--- config.mk ---
export PLATFORM = sky130hd
export DESIGN_NAME = vend_dp_gen_flat
export DESIGN_NICKNAME = d
export VERILOG_FILES = /design/src/rtl/vend_dp_gen_if.sv /design/src/rtl/vend_dp_gen.sv /design/src/flat_wrapper.sv
export SDC_FILE = /design/constraint.sdc
export NUM_CORES = 1
export LEC_CHECK = 0
export CORE_ASPECT_RATIO = 0.75
export CORE_MARGIN = 4
export CORE_UTILIZATION = 43
export CTS_CLUSTER_DIAMETER = 40
export DETAILED_ROUTE_END_ITERATION = 8
export SYNTH_ARGS = -nofsm -noshare
export SYNTH_HDL_FRONTEND = slang
export SYNTH_SLANG_ARGS = --single-unit
export TNS_END_PERCENT = 100
--- constraint.sdc ---
create_clock -name in_clka -period 16.2 [get_ports in_clka]
set_input_delay 1.62 -clock in_clka [delete_from_list [all_inputs] [get_ports in_clka]]
set_output_delay 1.62 -clock in_clka [all_outputs]
set_load 0.03 [all_outputs]
--- src/rtl/vend_dp_gen_if.sv ---
// Bus bundle between the vending datapath and its environment:
// command/keypad/coin-acceptor inputs, hopper handshake and status outputs.
interface vend_dp_gen_if #(
  parameter int N_ITEMS = 4,
  parameter int MONEY_W = 16
);
  logic [1:0]         in_cmd;
  logic [N_ITEMS-1:0] in_sel;
  logic               in_inserted_5;
  logic               in_inserted_1;
  logic               in_inserted_05;
  logic               in_inserted_025;
  logic               in_coin_ready;

  logic [N_ITEMS-1:0] out_stock;
  logic [N_ITEMS-1:0] out_csel;
  logic [N_ITEMS-1:0] out_spit;
  logic [MONEY_W-1:0] out_credit;
  logic [MONEY_W-1:0] out_total;
  logic               out_sol_ok;
  logic               out_coin_valid;
  logic [1:0]         out_coin_type;
  logic               out_busy;
  logic               out_err;

  // Environment side: FSM, keypad, coin acceptor and hopper
  modport master (
    output in_cmd, in_sel, in_inserted_5, in_inserted_1, in_inserted_05,
           in_inserted_025, in_coin_ready,
    input  out_stock, out_csel, out_spit, out_credit, out_total, out_sol_ok,
           out_coin_valid, out_coin_type, out_busy, out_err
  );

  // Datapath side
  modport slave (
    input  in_cmd, in_sel, in_inserted_5, in_inserted_1, in_inserted_05,
           in_inserted_025, in_coin_ready,
    output out_stock, out_csel, out_spit, out_credit, out_total, out_sol_ok,
           out_coin_valid, out_coin_type, out_busy, out_err
  );
endinterface

--- src/rtl/vend_dp_gen.sv ---
// Vending datapath: item selection, credit and coin inventory, greedy exact
// change planning ($1/$0.50/$0.25) and coin-by-coin payout to the hopper.
// Money is counted in quarters. All flops update on the falling clock edge.
module vend_dp_gen #(
  parameter int                          N_ITEMS    = 4,
  parameter int                          MONEY_W    = 16,
  parameter int                          CNT_W      = 8,
  parameter logic [N_ITEMS*MONEY_W-1:0]  PRICE_LIST = {16'd14, 16'd12, 16'd10, 16'd8},
  parameter logic [N_ITEMS*CNT_W-1:0]    INIT_STOCK = {8'd1, 8'd4, 8'd4, 8'd4},
  parameter logic [CNT_W-1:0]            INIT_C1    = 8'd2,
  parameter logic [CNT_W-1:0]            INIT_C05   = 8'd2,
  parameter logic [CNT_W-1:0]            INIT_C025  = 8'd0
) (
  input  logic          in_clka,
  input  logic          in_restart,
  vend_dp_gen_if.slave  bus
);

  localparam logic [1:0] CMD_SITEM  = 2'b00;
  localparam logic [1:0] CMD_SMONEY = 2'b01;
  localparam logic [1:0] CMD_CLEAR  = 2'b10;
  localparam logic [1:0] CMD_START  = 2'b11;

  localparam logic [1:0] COIN_1   = 2'b00;
  localparam logic [1:0] COIN_05  = 2'b01;
  localparam logic [1:0] COIN_025 = 2'b10;

  localparam logic [MONEY_W:0]   INS_5_W   = (MONEY_W+1)'(5'd20);
  localparam logic [MONEY_W:0]   INS_1_W   = (MONEY_W+1)'(3'd4);
  localparam logic [MONEY_W:0]   INS_05_W  = (MONEY_W+1)'(2'd2);
  localparam logic [MONEY_W:0]   INS_025_W = (MONEY_W+1)'(1'd1);
  localparam logic [CNT_W-1:0]   CNT_ONE   = CNT_W'(1'b1);
  localparam logic [CNT_W-1:0]   CNT_MAX   = {CNT_W{1'b1}};
  localparam logic [MONEY_W-1:0] MONEY_ZERO = {MONEY_W{1'b0}};
  localparam logic [CNT_W-1:0]   CNT_ZERO   = {CNT_W{1'b0}};

  typedef enum logic [1:0] {
    ST_IDLE   = 2'd0,
    ST_VEND   = 2'd1,
    ST_PAYOUT = 2'd2
  } state_t;

  typedef struct packed {
    logic             ok;
    logic [CNT_W-1:0] n1;
    logic [CNT_W-1:0] n05;
    logic [CNT_W-1:0] n025;
  } plan_t;

  // Greedy change: as many $1 as possible, then $0.50, then $0.25, each
  // limited by the coins actually held; ok when nothing is left over.
  function automatic plan_t greedy_plan(input logic [MONEY_W-1:0] x,
                                        input logic [CNT_W-1:0]   c1,
                                        input logic [CNT_W-1:0]   c05,
                                        input logic [CNT_W-1:0]   c025);
    logic [MONEY_W-1:0] rem;
    logic [MONEY_W-1:0] quo;
    logic [MONEY_W-1:0] lim;
    logic [MONEY_W-1:0] n1_w;
    logic [MONEY_W-1:0] n05_w;
    logic [MONEY_W-1:0] n025_w;
    plan_t              p;
    quo    = x >> 2'd2;
    lim    = MONEY_W'(c1);
    n1_w   = (quo < lim) ? quo : lim;
    rem    = x - (n1_w << 2'd2);
    quo    = rem >> 2'd1;
    lim    = MONEY_W'(c05);
    n05_w  = (quo < lim) ? quo : lim;
    rem    = rem - (n05_w << 2'd1);
    lim    = MONEY_W'(c025);
    n025_w = (rem < lim) ? rem : lim;
    rem    = rem - n025_w;
    p.ok   = (rem == MONEY_ZERO);
    p.n1   = CNT_W'(n1_w);
    p.n05  = CNT_W'(n05_w);
    p.n025 = CNT_W'(n025_w);
    return p;
  endfunction

  // Coin counters stick at full scale instead of wrapping
  function automatic logic [CNT_W-1:0] sat_inc(input logic [CNT_W-1:0] v);
    return (v == CNT_MAX) ? v : v + CNT_ONE;
  endfunction

  state_t             state_r, state_n;
  logic [CNT_W-1:0]   stock_r [N_ITEMS];
  logic [N_ITEMS-1:0] csel_r;
  logic [N_ITEMS-1:0] spit_r;
  logic [MONEY_W-1:0] credit_r;
  logic [CNT_W-1:0]   c1_r, c05_r, c025_r;
  logic [CNT_W-1:0]   n1_r, n05_r, n025_r;
  logic               err_r;

  logic               clear_s;
  logic [MONEY_W-1:0] total_s;
  plan_t              plan_s;
  logic               sol_ok_s;
  logic [MONEY_W:0]   ins_s;
  logic [MONEY_W:0]   sum_s;
  logic               pending_s;
  logic               one_left_s;
  logic [CNT_W+1:0]   left_sum_s;
  logic [1:0]         coin_type_s;
  logic [MONEY_W-1:0] coin_val_s;
  logic               do_start_s, do_vend_s, do_drop_s, latch_plan_s, accept_s, set_err_s;

  assign clear_s = (bus.in_cmd == CMD_CLEAR);

  // Price total of the confirmed selection
  always_comb begin
    total_s = MONEY_ZERO;
    for (int i = 0; i < N_ITEMS; i++) begin
      if (csel_r[i]) begin
        total_s = total_s + PRICE_LIST[i*MONEY_W +: MONEY_W];
      end else begin
        total_s = total_s;
      end
    end
  end

  // Change plan for the current credit; in VEND the selection is already
  // cleared, so the same plan is the payout plan latched into PAYOUT
  always_comb begin
    plan_s   = greedy_plan(credit_r - total_s, c1_r, c05_r, c025_r);
    sol_ok_s = (credit_r >= total_s) && plan_s.ok;
  end

  // Value inserted this cycle and overflow-checked new credit
  always_comb begin
    ins_s = (bus.in_inserted_5   ? INS_5_W   : {(MONEY_W+1){1'b0}})
          + (bus.in_inserted_1   ? INS_1_W   : {(MONEY_W+1){1'b0}})
          + (bus.in_inserted_05  ? INS_05_W  : {(MONEY_W+1){1'b0}})
          + (bus.in_inserted_025 ? INS_025_W : {(MONEY_W+1){1'b0}});
    sum_s = {1'b0, credit_r} + ins_s;
  end

  // Coin currently offered: largest denomination still left in the plan
  always_comb begin
    pending_s  = (n1_r != CNT_ZERO) || (n05_r != CNT_ZERO) || (n025_r != CNT_ZERO);
    left_sum_s = {2'b00, n1_r} + {2'b00, n05_r} + {2'b00, n025_r};
    one_left_s = (left_sum_s == (CNT_W+2)'(1'b1));
    if (n1_r != CNT_ZERO) begin
      coin_type_s = COIN_1;
      coin_val_s  = MONEY_W'(3'd4);
    end else if (n05_r != CNT_ZERO) begin
      coin_type_s = COIN_05;
      coin_val_s  = MONEY_W'(2'd2);
    end else if (n025_r != CNT_ZERO) begin
      coin_type_s = COIN_025;
      coin_val_s  = MONEY_W'(1'd1);
    end else begin
      coin_type_s = COIN_1;
      coin_val_s  = MONEY_ZERO;
    end
  end

  // Next state and datapath actions for this cycle
  always_comb begin
    state_n      = state_r;
    do_start_s   = 1'b0;
    do_vend_s    = 1'b0;
    do_drop_s    = 1'b0;
    latch_plan_s = 1'b0;
    accept_s     = 1'b0;
    set_err_s    = 1'b0;
    if (clear_s) begin
      state_n = ST_IDLE;
    end else begin
      case (state_r)
        ST_IDLE: begin
          case (bus.in_cmd)
            CMD_START: do_start_s = 1'b1;
            CMD_SITEM: begin
              if (sol_ok_s && (total_s != MONEY_ZERO)) begin
                do_vend_s = 1'b1;
              end else begin
                do_vend_s = 1'b0;
              end
            end
            CMD_SMONEY: begin
              state_n = ST_VEND;
              if (sol_ok_s) begin
                do_vend_s = 1'b1;
              end else begin
                do_drop_s = 1'b1;
              end
            end
            default: state_n = ST_IDLE;
          endcase
        end
        ST_VEND: begin
          state_n      = ST_PAYOUT;
          latch_plan_s = 1'b1;
        end
        ST_PAYOUT: begin
          if (!pending_s) begin
            state_n   = ST_IDLE;
            set_err_s = (credit_r != MONEY_ZERO);
          end else if (bus.in_coin_ready) begin
            accept_s = 1'b1;
            if (one_left_s) begin
              state_n   = ST_IDLE;
              set_err_s = (credit_r != coin_val_s);
            end else begin
              state_n = ST_PAYOUT;
            end
          end else begin
            state_n = ST_PAYOUT;
          end
        end
        default: state_n = ST_IDLE;
      endcase
    end
  end

  // FSM state register
  always_ff @(negedge in_clka or posedge in_restart) begin
    if (in_restart) begin
      state_r <= ST_IDLE;
    end else begin
      state_r <= state_n;
    end
  end

  // Credit, selection, stock, coin inventory, payout plan and error flag
  always_ff @(negedge in_clka or posedge in_restart) begin
    if (in_restart) begin
      for (int i = 0; i < N_ITEMS; i++) stock_r[i] <= INIT_STOCK[i*CNT_W +: CNT_W];
      csel_r   <= {N_ITEMS{1'b0}};
      spit_r   <= {N_ITEMS{1'b0}};
      credit_r <= MONEY_ZERO;
      c1_r     <= INIT_C1;
      c05_r    <= INIT_C05;
      c025_r   <= INIT_C025;
      n1_r     <= CNT_ZERO;
      n05_r    <= CNT_ZERO;
      n025_r   <= CNT_ZERO;
      err_r    <= 1'b0;
    end else if (clear_s) begin
      for (int i = 0; i < N_ITEMS; i++) stock_r[i] <= INIT_STOCK[i*CNT_W +: CNT_W];
      csel_r   <= {N_ITEMS{1'b0}};
      spit_r   <= {N_ITEMS{1'b0}};
      credit_r <= MONEY_ZERO;
      c1_r     <= INIT_C1;
      c05_r    <= INIT_C05;
      c025_r   <= INIT_C025;
      n1_r     <= CNT_ZERO;
      n05_r    <= CNT_ZERO;
      n025_r   <= CNT_ZERO;
      err_r    <= 1'b0;
    end else begin
      spit_r <= {N_ITEMS{1'b0}};
      if (do_start_s) begin
        for (int i = 0; i < N_ITEMS; i++) begin
          csel_r[i] <= (csel_r[i] ^ bus.in_sel[i]) && (stock_r[i] != CNT_ZERO);
        end
        // an overflowing insertion is dropped as a whole
        if (!sum_s[MONEY_W]) begin
          credit_r <= sum_s[MONEY_W-1:0];
          if (bus.in_inserted_1)   c1_r   <= sat_inc(c1_r);
          if (bus.in_inserted_05)  c05_r  <= sat_inc(c05_r);
          if (bus.in_inserted_025) c025_r <= sat_inc(c025_r);
        end
      end
      if (do_vend_s) begin
        credit_r <= credit_r - total_s;
        spit_r   <= csel_r;
        csel_r   <= {N_ITEMS{1'b0}};
        for (int i = 0; i < N_ITEMS; i++) begin
          if (csel_r[i]) stock_r[i] <= stock_r[i] - CNT_ONE;
        end
      end
      if (do_drop_s) begin
        csel_r <= {N_ITEMS{1'b0}};
      end
      if (latch_plan_s) begin
        n1_r   <= plan_s.n1;
        n05_r  <= plan_s.n05;
        n025_r <= plan_s.n025;
      end
      if (accept_s) begin
        credit_r <= credit_r - coin_val_s;
        case (coin_type_s)
          COIN_1: begin
            n1_r <= n1_r - CNT_ONE;
            c1_r <= c1_r - CNT_ONE;
          end
          COIN_05: begin
            n05_r <= n05_r - CNT_ONE;
            c05_r <= c05_r - CNT_ONE;
          end
          COIN_025: begin
            n025_r <= n025_r - CNT_ONE;
            c025_r <= c025_r - CNT_ONE;
          end
          default: n1_r <= n1_r;
        endcase
      end
      if (set_err_s) begin
        err_r <= 1'b1;
      end
    end
  end

  // Output mapping from the state registers
  always_comb begin
    for (int i = 0; i < N_ITEMS; i++) bus.out_stock[i] = (stock_r[i] != CNT_ZERO);
    bus.out_csel       = csel_r;
    bus.out_spit       = spit_r;
    bus.out_credit     = credit_r;
    bus.out_total      = total_s;
    bus.out_sol_ok     = sol_ok_s;
    bus.out_coin_valid = (state_r == ST_PAYOUT) && pending_s;
    bus.out_coin_type  = coin_type_s;
    bus.out_busy       = (state_r != ST_IDLE);
    bus.out_err        = err_r;
  end

endmodule
--- src/flat_wrapper.sv ---
// flat-port wrapper written by rule: the top's interface ports become plain ports
module vend_dp_gen_flat 
#(
  parameter int                          N_ITEMS    = 4,
  parameter int                          MONEY_W    = 16,
  parameter int                          CNT_W      = 8,
  parameter logic [N_ITEMS*MONEY_W-1:0]  PRICE_LIST = {16'd14, 16'd12, 16'd10, 16'd8},
  parameter logic [N_ITEMS*CNT_W-1:0]    INIT_STOCK = {8'd1, 8'd4, 8'd4, 8'd4},
  parameter logic [CNT_W-1:0]            INIT_C1    = 8'd2,
  parameter logic [CNT_W-1:0]            INIT_C05   = 8'd2,
  parameter logic [CNT_W-1:0]            INIT_C025  = 8'd0
)
  (in_clka, in_restart, bus_in_cmd, bus_in_sel, bus_in_inserted_5, bus_in_inserted_1, bus_in_inserted_05, bus_in_inserted_025, bus_in_coin_ready, bus_out_stock, bus_out_csel, bus_out_spit, bus_out_credit, bus_out_total, bus_out_sol_ok, bus_out_coin_valid, bus_out_coin_type, bus_out_busy, bus_out_err);
  vend_dp_gen_if #(.N_ITEMS(N_ITEMS), .MONEY_W(MONEY_W)) bus_i ();
  input  logic in_clka;
  input  logic in_restart;
  input wire logic [$bits(bus_i.in_cmd)-1:0] bus_in_cmd;
  input wire logic [$bits(bus_i.in_sel)-1:0] bus_in_sel;
  input wire logic [$bits(bus_i.in_inserted_5)-1:0] bus_in_inserted_5;
  input wire logic [$bits(bus_i.in_inserted_1)-1:0] bus_in_inserted_1;
  input wire logic [$bits(bus_i.in_inserted_05)-1:0] bus_in_inserted_05;
  input wire logic [$bits(bus_i.in_inserted_025)-1:0] bus_in_inserted_025;
  input wire logic [$bits(bus_i.in_coin_ready)-1:0] bus_in_coin_ready;
  output wire logic [$bits(bus_i.out_stock)-1:0] bus_out_stock;
  output wire logic [$bits(bus_i.out_csel)-1:0] bus_out_csel;
  output wire logic [$bits(bus_i.out_spit)-1:0] bus_out_spit;
  output wire logic [$bits(bus_i.out_credit)-1:0] bus_out_credit;
  output wire logic [$bits(bus_i.out_total)-1:0] bus_out_total;
  output wire logic [$bits(bus_i.out_sol_ok)-1:0] bus_out_sol_ok;
  output wire logic [$bits(bus_i.out_coin_valid)-1:0] bus_out_coin_valid;
  output wire logic [$bits(bus_i.out_coin_type)-1:0] bus_out_coin_type;
  output wire logic [$bits(bus_i.out_busy)-1:0] bus_out_busy;
  output wire logic [$bits(bus_i.out_err)-1:0] bus_out_err;
  assign bus_i.in_cmd = bus_in_cmd;
  assign bus_i.in_sel = bus_in_sel;
  assign bus_i.in_inserted_5 = bus_in_inserted_5;
  assign bus_i.in_inserted_1 = bus_in_inserted_1;
  assign bus_i.in_inserted_05 = bus_in_inserted_05;
  assign bus_i.in_inserted_025 = bus_in_inserted_025;
  assign bus_i.in_coin_ready = bus_in_coin_ready;
  assign bus_out_stock = bus_i.out_stock;
  assign bus_out_csel = bus_i.out_csel;
  assign bus_out_spit = bus_i.out_spit;
  assign bus_out_credit = bus_i.out_credit;
  assign bus_out_total = bus_i.out_total;
  assign bus_out_sol_ok = bus_i.out_sol_ok;
  assign bus_out_coin_valid = bus_i.out_coin_valid;
  assign bus_out_coin_type = bus_i.out_coin_type;
  assign bus_out_busy = bus_i.out_busy;
  assign bus_out_err = bus_i.out_err;
  vend_dp_gen #(.N_ITEMS(N_ITEMS), .MONEY_W(MONEY_W), .CNT_W(CNT_W), .PRICE_LIST(PRICE_LIST), .INIT_STOCK(INIT_STOCK), .INIT_C1(INIT_C1), .INIT_C05(INIT_C05), .INIT_C025(INIT_C025)) u_core (.in_clka(in_clka), .in_restart(in_restart), .bus(bus_i));
endmodule
==> results.md <==
* Status: finished with violations
* Violations in the final reports: setup timing
* Count of flip-flops with a built-in enable after synthesis at 0
* Half-perimeter wire length of the detailed placement result at roughly 26 mm
* Seq cells post-synth at roughly 110
* Die span in x at between 150 and 200 um
* Total detailed-routing wirelength at 34.0 mm
* First-pass DRT Iterations at 7
* Layout net count at between 1,500 and 2,000
* Placement row count at 48
* Synth top area share at 0.248
* Maximum clock path buffer count at 2
* Type of origin of the critical path: flip-flop
* Hold Vio Cnt, Final at 0
* Die Span Y at about 140 um
* Leading cell types in the layout, fill and taps excluded: sky130_fd_sc_hd__buf_4, sky130_fd_sc_hd__nor2_1, sky130_fd_sc_hd__dfrtn_1, sky130_fd_sc_hd__ha_1, sky130_fd_sc_hd__nand2_1
* Cell family with the largest share of critical-path delay: compound AO/OA/AOI/OAI gates
* Total Routing Usage GR at 0.257
* Die area at ~26,000 sq um
* Routed via count divided by cell count at between 5 and 6
* Average wire length per cell after detail routing at about 19 um
* Clock tree from TritonCTS: yes
* Critical path buffer and inverter count at 6
* Post-route insts no fill at 1,832
* Clock latency of the later-clocked register in the worst-skew pair at roughly 0.43 ns
* Post-synth cell types at 80
* CP Data Required Time at between 10 and 15 ns
* Measured slew at the worst slew-check pin at just over 0.9 ns
* Worst hold path class: flip-flop to flip-flop
* Type of the setup path with the least slack: flip-flop to output port
* Most area-hungry cell type in the Yosys netlist: sky130_fd_sc_hd__dfrtn_1
* Worst R2R Path Depth at 55
* Worst hold path stage count at 2
* Layout cell share with drive strength beyond 1 at 0.240
* Initial standard-cell utilization of the core at 0.440
* Headroom to the max-slew limit at 0.379
* Via count of the first global-routing pass at just under 10,000
* Slack of the worst reg-to-reg path at between 2 and 3 ns
* Highest cell delay on the worst timing path at approximately 0.53 ns
* Sequential cell area fraction in the yosys report at 0.263
* Antenna Nets Post-Route at 0
* Clk sinks at around 110
* Port buffer count at 52
* Reg2reg start: u_core.bus.out_csel[1]$_DFFE_NP0P_
* Start point of the critical path: u_core.bus.out_csel[1]$_DFFE_NP0P_
* Critical Path AT at 20.10 ns
* Capturing instance or port of the critical path: bus_out_sol_ok
* Area after DPL at ~13,000 sq um
* Leading cell type in the layout, fill and taps excluded: sky130_fd_sc_hd__buf_4
* Detailed router's first-iteration violation count at 1,035
* Max-capacitance violation count at 0
* Total clock buffers created by CTS at 9
* Share of flip-flops with an asynchronous set or reset after synthesis at 1.00
* Primary FF master, synth: sky130_fd_sc_hd__dfrtn_1
* Worst R2R End: u_core.bus.out_credit[3]$_DFFE_NP0P_
* Number of pins with negative max-slew slack in the final report at 0
* Synth Area per Inst at 8.15 sq um
* Cell with the largest stage delay on the worst path: sky130_fd_sc_hd__or4b_4
* Antenna Cells at 0
* Remaining DRCs at 0
* Placed cells at around 1,800
* Worst setup EP type: output port
* Least setup slack across all paths after layout at -5.52 ns
* Cells after synthesis at about 1,300
* Setup violation total in the final timing report at 1
* Final sum of negative setup slack at -5.52 ns
* Clock root buffer: sky130_fd_sc_hd__clkbuf_16
* Summed area of non-filler cells in the final layout at 13,500 sq um
* First-pass GRT wire length at 53.6 mm
* Total grt overflow at 0
* Post-synthesis instance area at just over 10,000 sq um
* Clk pin slew, worst setup/hold paths at 0.06 ns
* Placeable core region at 23,200 sq um
* Crit path depth at 49
* Via total after detailed routing at about 10,000
* Warnings, synthesis at 0
* Max FO, Critical Path at 8
* Largest net degree at the start of global routing at 59
* Boundary pin count at 63
* Final Wtd Congestion at approximately 0.97
* Post-synthesis to final-layout area growth at 32.6%
* Pre-CTS setup slack at -5.45 ns
* Leading cell types by total area after synthesis: sky130_fd_sc_hd__dfrtn_1, sky130_fd_sc_hd__ha_1, sky130_fd_sc_hd__nor2_1
* Worst clock skew on the final layout at roughly 0.07 ns
* Number of antenna violations at the first check in global routing at 0
* H-tree levels at 3
* Setup repair after global routing missed its margin: yes
[through the flow]
stage,utilization,hold WS (ns)
2_1_floorplan,-,0.380
3_3_place_gp,0.551,0.454
3_5_place_dp,0.551,0.447
4_1_cts,0.577,0.447
5_1_grt,0.584,0.511
6_report,0.584,0.442
[kinds of logic after synthesis]
family          share of synthesized area
fa+ha+maj                           0.144
other cells                      0.000367
mux                                0.0288
compound gates                      0.209
simple gates                        0.228
flops                               0.263
buf+inv                            0.0583
xor+xnor                           0.0686
[sequential cells by signal (all words and copies together), names as in the netlist]
register and cells:
u_core.stock_r 32, u_core.bus.out_credit 16, u_core.c025_r 8, u_core.c05_r 8, u_core.c1_r 8, u_core.n025_r 8
u_core.n05_r 8, u_core.n1_r 8, u_core.bus.out_csel 4, u_core.bus.out_spit 4, u_core.state_r 2, u_core.bus.out_err 1
[routing by layer]
metal | part of all wire | vias to the layer above | GRT usage
li1 | - | 5084 | -
met1 | 0.48 | 5008 | 0.396
met2 | 0.43 | 346 | 0.374
met3 | 0.078 | 27 | 0.0469
met4 | 0.013 | 0 | 0.0510
met5 | 0 | - | 0
[cell type report]
cell class,instances,area (sq um)
Clock buffer,10,229
Clock inverter,12,85.1
Fill cell,2107,9650
Inverter,83,319
Multi-Input combinational cell,1011,7380
Sequential cell,107,2690
Tap cell,300,375
Timing Repair Buffer,309,2470
[tightest hold or removal path, cell delays in order (launching register included)]
cell                      delay, ns
sky130_fd_sc_hd__dfrtn_1       0.41
sky130_fd_sc_hd__a21oi_1       0.04
sky130_fd_sc_hd__nor2_1        0.07
[cells in the mapped netlist, drive strengths merged, types with 13 or more instances]
library cell  number
a211oi            19
a21o              14
a21oi             63
and2              13
buf               19
clkbuf            41
dfrtn            101
ha               103
inv               83
mux2i             26
nand2             85
nand2b            13
nand3             29
nand4             27
nor2             148
nor2b             19
nor3              26
nor4              37
o211ai            13
o21a              27
o21ai             78
o31ai             13
or3               17
xnor2             51
xor2              29
[how the worst min path moves through the flow]
stage | from | to
2_1_floorplan | u_core.c05_r[7]$_DFF_NP0_ | u_core.c05_r[7]$_DFF_NP0_
3_3_place_gp | u_core.bus.out_err$_DFFE_NP0P_ | u_core.bus.out_err$_DFFE_NP0P_
3_5_place_dp | u_core.bus.out_err$_DFFE_NP0P_ | u_core.bus.out_err$_DFFE_NP0P_
4_1_cts | u_core.bus.out_err$_DFFE_NP0P_ | u_core.bus.out_err$_DFFE_NP0P_
5_1_grt | u_core.bus.out_err$_DFFE_NP0P_ | u_core.bus.out_err$_DFFE_NP0P_
6_report | u_core.bus.out_err$_DFFE_NP0P_ | u_core.bus.out_err$_DFFE_NP0P_
[repair_timing]
action / in CTS / in global routing
buffers inserted: 15 / 11
hold buffers: 0 / 0
gates resized for setup: 37 / 16
pin swaps: 31 / 22
setup endpoints to repair: 1 / 1
Power is left out: the tool's default activity adds up to more than one toggle a clock period on the data nets, which glitch-free logic cannot reach.
